--- config.mk ---
export PLATFORM = sky130hd
export DESIGN_NAME = mul_seq_ctrl
export DESIGN_NICKNAME = d
export VERILOG_FILES = /design/src/rtl/mul_seq_ctrl.sv
export SDC_FILE = /design/constraint.sdc
export NUM_CORES = 1
export LEC_CHECK = 0
export CAP_MARGIN = 20
export CORE_MARGIN = 2
export CORE_UTILIZATION = 40
export CTS_CLUSTER_DIAMETER = 50
export DETAILED_ROUTE_END_ITERATION = 16
export GPL_TIMING_DRIVEN = 0
export HOLD_SLACK_MARGIN = 0.05
export PLACE_DENSITY = 0.62
export SYNTH_ARGS = -nofsm -noshare
export SYNTH_HDL_FRONTEND = slang
export SYNTH_SLANG_ARGS = --single-unit
--- constraint.sdc ---
create_clock -name clk -period 2.6 [get_ports clk]
set_input_delay 0.52 -clock clk [delete_from_list [all_inputs] [get_ports clk]]
set_output_delay 0.52 -clock clk [all_outputs]
set_load 0.02 [all_outputs]
--- src/rtl/mul_seq_ctrl.sv ---
// Iterative shift-add multiplier sequencer for the EX stage: accepts a MUL, stalls the
// pipeline while retiring BPC multiplier bits per cycle, then presents the low product bits.
module mul_seq_ctrl #(
    parameter int unsigned WIDTH      = 32,
    parameter int unsigned BPC        = 1,
    parameter int unsigned EARLY_EXIT = 0
) (
    input  logic             clk,
    input  logic             rst_n,
    input  logic             start_i,
    input  logic             flush_i,
    input  logic [WIDTH-1:0] a_i,
    input  logic [WIDTH-1:0] b_i,
    input  logic [4:0]       rd_i,
    output logic             stall_o,
    output logic             done_o,
    output logic [WIDTH-1:0] result_o,
    output logic [4:0]       rd_o,
    output logic             busy_o
);

    localparam int unsigned N  = WIDTH / BPC;
    localparam int unsigned CW = (N > 1) ? $clog2(N) : 1;

    typedef enum logic [1:0] {
        StIdle = 2'd0,
        StRun  = 2'd1,
        StDone = 2'd2
    } state_e;

    state_e           state_q;
    logic [WIDTH-1:0] mcand_q;
    logic [WIDTH-1:0] mplier_q;
    logic [WIDTH-1:0] acc_q;
    logic [CW-1:0]    count_q;
    logic [4:0]       rd_q;
    logic [WIDTH-1:0] result_q;
    logic [4:0]       rd_hold_q;

    logic [WIDTH-1:0] step_sum;
    logic [WIDTH-1:0] mcand_nxt;
    logic [WIDTH-1:0] mplier_nxt;
    logic             last_step;
    logic             in_done;

    // One RUN step: add the multiplicand shifted by each set low multiplier bit.
    always_comb begin
        step_sum = acc_q;
        for (int i = 0; i < int'(BPC); i++) begin
            if (mplier_q[i]) begin
                step_sum = step_sum + (mcand_q << i);
            end
        end
    end

    assign mcand_nxt  = mcand_q << BPC;
    assign mplier_nxt = mplier_q >> BPC;
    assign last_step  = (count_q == CW'(N - 1)) ||
                        ((EARLY_EXIT != 0) && (mplier_nxt == '0));

    always_ff @(posedge clk or negedge rst_n) begin
        if (!rst_n) begin
            state_q   <= StIdle;
            mcand_q   <= '0;
            mplier_q  <= '0;
            acc_q     <= '0;
            count_q   <= '0;
            rd_q      <= '0;
            result_q  <= '0;
            rd_hold_q <= '0;
        end else begin
            case (state_q)
                StIdle: begin
                    if (start_i && !flush_i) begin
                        mcand_q  <= a_i;
                        mplier_q <= b_i;
                        rd_q     <= rd_i;
                        acc_q    <= '0;
                        count_q  <= '0;
                        state_q  <= StRun;
                    end
                end
                StRun: begin
                    if (flush_i) begin
                        state_q <= StIdle;
                    end else begin
                        acc_q    <= step_sum;
                        mcand_q  <= mcand_nxt;
                        mplier_q <= mplier_nxt;
                        count_q  <= count_q + 1'b1;
                        if (last_step) begin
                            state_q <= StDone;
                        end
                    end
                end
                StDone: begin
                    // A flushed completion must leave the held writeback values untouched.
                    if (!flush_i) begin
                        result_q  <= acc_q;
                        rd_hold_q <= rd_q;
                    end
                    state_q <= StIdle;
                end
                default: state_q <= StIdle;
            endcase
        end
    end

    assign in_done  = (state_q == StDone) && !flush_i;
    assign done_o   = in_done;
    assign result_o = in_done ? acc_q : result_q;
    assign rd_o     = in_done ? rd_q : rd_hold_q;
    assign busy_o   = (state_q != StIdle);
    assign stall_o  = ((state_q == StIdle) && start_i && !flush_i) || (state_q == StRun);

endmodule
==> results.yml <==
layout:
  seq_area_um2: 3635
  fill_cells: 1710
  multiInputGateArea_um2: 4197
  layout.nets: 1006
  area_delta_synth_final_pct: 32.77
  drive_gt1_share_pct: 23.49
  final_area_um2: 10180
global_route:
  grt_first_pass_wirelength_um: 31630
  overflow: 0
  grt_usage_pct: 19.91
  grt_pass1_vias: 6182
  antenna_found_initial: 1
  grt_max_degree: 82
timing:
  tightest_slew_ns: 0.7444
  hold_viol: 0
  slew_violations: 0
  final.setup.worst_slack_ns: -0.01416
  period_minus_slack_ns: 2.614
  setup_violations: 2
  fin_crit_sh_pct: 100.5
  skew_ns: 0.01515
  rsz0062_at_grt: "yes"
  max_freq_mhz: 382.5
  relSlewSlack_pct: 50.38
synth:
  yosysSeqAreaShare_pct: 47.32
  synth-edff-count: 0
  postSynth.asyncResetShare_pct: 100.0
  yosysWarningCount: 0
  syn_area_um2: 7667
  syn_inst: 746
  synth_nets: 853
  synth_cell_types: 57
  ys.flop_type: "dfrtp_1"
  ys_ff_latch: 145
  postSynthAreaPerCell_um2: 10.28
critical_path:
  critical_path.startpoint: "acc_q[1]$_DFFE_PN0P_"
  reg2reg_depth: 10
  regToRegSetupSlack_ns: -0.01
  r2r-start: "acc_q[1]$_DFFE_PN0P_"
  crit_end: "acc_q[23]$_DFFE_PN0P_"
  endpoint_kind: "flop"
  cp-start-kind: "flop"
  r2r-end: "acc_q[23]$_DFFE_PN0P_"
  arrival_ns: 2.93
  required_ns: 2.92
  path_class: "flop to flop"
  crit_fanout: 4
place:
  dp_hpwl_um: 13330
  pre_cts_ws_ns: -1.331
  place_area_um2: 9117
  place_congestion: 0.8692
  portBuffers: 112
clock_tree:
  clk_latency_ns: 0.43
  postCtsHoldBufs: 0
  cts_buffer_depth: 2
  cts_tree: "built"
  root_buffer: "clkbuf_16"
  clk_pin_slew_ns: 0.06
  htree_levels: 4
  cts_buffers: 17
  cts_sinks: 145
route:
  met3WireLength_um: 1091
  wire_per_inst_um: 16.92
  drt_iter0_drc: 318
  ant_nets: 0
  wl_met1_um: 8808
  wl_met2_um: 9123
  first_pass_iters: 4
  drc: 0
  vias: 6093
  drt-total-wl_um: 19390
  maxUsedRoutingLayer: "met5"
  vias_per_cell: 5.317
power:
  power_frac_comb_pct: 27.7
  p_sw_share_pct: 31.61
  power.density_nw_per_um2: 746.4
  power.share.sequential_pct: 37.9
  p_leak_nw: 4.682
  power.internal_mw: 5.196
  ir_worst_vdd_mv: 0.4709
  pwr-share-clk_pct: 34.5
  power.switching_mw: 2.402
run_status:
  outcome: "complete, but fails checks"
  violations: "setup timing"
floorplan:
  core_area_um2: 18770
  start_util_pct: 40.85
  io_pins: 113
  dieArea_um2: 20290
  die_w_um: 142.5
  rows: 50
  die_height_um: 142.5
flow_run:
  max_cap_violations: 0
worst_hold_path:
  hold_path_class: "input pin to async pin"
placed cells by master (no fill, tap or decap), types with 8 or more instances in the layout:
cell type,n
a21o_1,14
a21oi_1,20
a21oi_2,8
buf_2,31
buf_4,29
clkbuf_1,23
clkbuf_16,19
clkbuf_2,10
clkdlybuf4s50_1,71
dfrtp_1,140
ha_1,17
ha_4,12
inv_1,8
mux2_2,44
mux2i_1,63
nand2_1,115
nand3_1,9
nor2_1,21
o21ai_0,90
o21ai_1,14
xnor2_1,11
xor2_1,13
final cells by class:
cell class / instances / share of cell area [%]
Clock inverter: 12 / 1.794
Timing Repair Buffer: 143 / 11.84
Clock buffer: 19 / 4.351
Inverter: 9 / 0.3319
Buffer: 34 / 1.856
Sequential cell: 145 / 35.71
Multi-Input combinational cell: 549 / 41.22
Antenna cell: 1 / 0.02458
Tap cell: 234 / 2.876
timing repair:
item	4_1_cts	5_1_grt
resized for setup	157	79
buffers inserted	23	7
pin swaps	19	20
cloned	0	0
endpoints found under the setup margin	53	53
stage by stage:
step	hold slack [ns]	utilization [%]	power [mW]	setup TNS (ns)	instances
3_5_place_dp	0.4703	48.58	4.630	-52.70	1094
2_1_floorplan	0.2244	-	4.089	0	746
4_1_cts	0.1770	54.39	7.510	-0.04881	1141
5_1_grt	0.2092	54.23	8.051	-0.5049	1145
6_report	0.1482	54.24	7.598	-0.02202	1146
3_3_place_gp	0.4611	48.39	4.604	-799.84	1092
Yosys cell counts (all sizes together), types with 5 or more instances:
| cell type | number | area (µm²) |
|---|---|---|
| dfrtp | 145 | 3628 |
| nand2 | 117 | 439.2 |
| o21ai | 107 | 535.5 |
| mux2i | 63 | 630.6 |
| mux2 | 45 | 510.5 |
| clkbuf | 35 | 131.4 |
| ha | 33 | 412.9 |
| a21oi | 29 | 148.9 |
| nor2 | 24 | 90.09 |
| a21o | 14 | 105.1 |
| xor2 | 13 | 113.9 |
| xnor2 | 11 | 96.34 |
| inv | 9 | 33.78 |
| nand3 | 9 | 45.04 |
| buf | 8 | 35.03 |
| nor2b | 7 | 43.79 |
| a211oi | 6 | 50.05 |
| nand4 | 6 | 37.54 |
| o21a | 6 | 45.04 |
| a21boi | 5 | 37.54 |
power groups by stage:
stage | clock network (mW) | logic [mW] | registers (mW)
finish | 2.62 | 2.10 | 2.88
global route | 2.78 | 2.34 | 2.93
CTS | 2.67 | 1.98 | 2.87
detailed placement | 0 | 1.75 | 2.88
global placement | 0 | 1.73 | 2.88
floorplan | 0 | 1.31 | 2.78
worst min path at each step:
stage	slack, ns	depth (start not counted)	startpoint	endpoint
finish	0.15	1	rst_n	result_q[9]$_DFFE_PN0P_
CTS	0.18	1	rst_n	result_q[9]$_DFFE_PN0P_
global route	0.21	1	rst_n	mcand_q[11]$_DFFE_PN0P_
floorplan	0.22	0	rst_n	acc_q[0]$_DFFE_PN0P_
global placement	0.46	2	mplier_q[6]$_DFFE_PN0P_	mplier_q[6]$_DFFE_PN0P_
detailed placement	0.47	2	mplier_q[7]$_DFFE_PN0P_	mplier_q[7]$_DFFE_PN0P_
logic make-up (layout without fill, tap and decap cells):
family	Yosys count	after routing	synth area share, %
xor gates and xnor gates	24	24	2.741
muxes	108	108	14.88
adders and majority gates	34	34	5.646
DFF	145	145	47.32
AOI/OAI and AO/OA	199	199	16.40
other	0	1	0
buffers and inverters	52	217	2.611
and+or+nand+nor	184	184	10.39
worst max-delay path, stage by stage (launching register included):
cell and delay (ns):
dfrtp_1 0.41, ha_1 0.31, a21oi_2 0.16, nor2_2 0.07, o311a_4 0.41, o41ai_4 0.22
buf_6 0.18, a21boi_4 0.07, o21a_1 0.21, o21a_1 0.18, o41ai_2 0.29
state kept, by name, summed over array words and instances, names as in the netlist:
name       count
mcand_q       32
count_q        5
state_q        2
rd_q           5
mplier_q      32
result_q      32
rd_hold_q      5
acc_q         32
routing by layer:
| layer | up-vias | track usage [%] |
|---|---|---|
| li1 | 2968 | - |
| met1 | 2949 | 26.12 |
| met2 | 149 | 31.48 |
| met3 | 25 | 6.124 |
| met4 | 2 | 6.566 |
| met5 | - | 0 |
(Power assumes the default switching activity.)
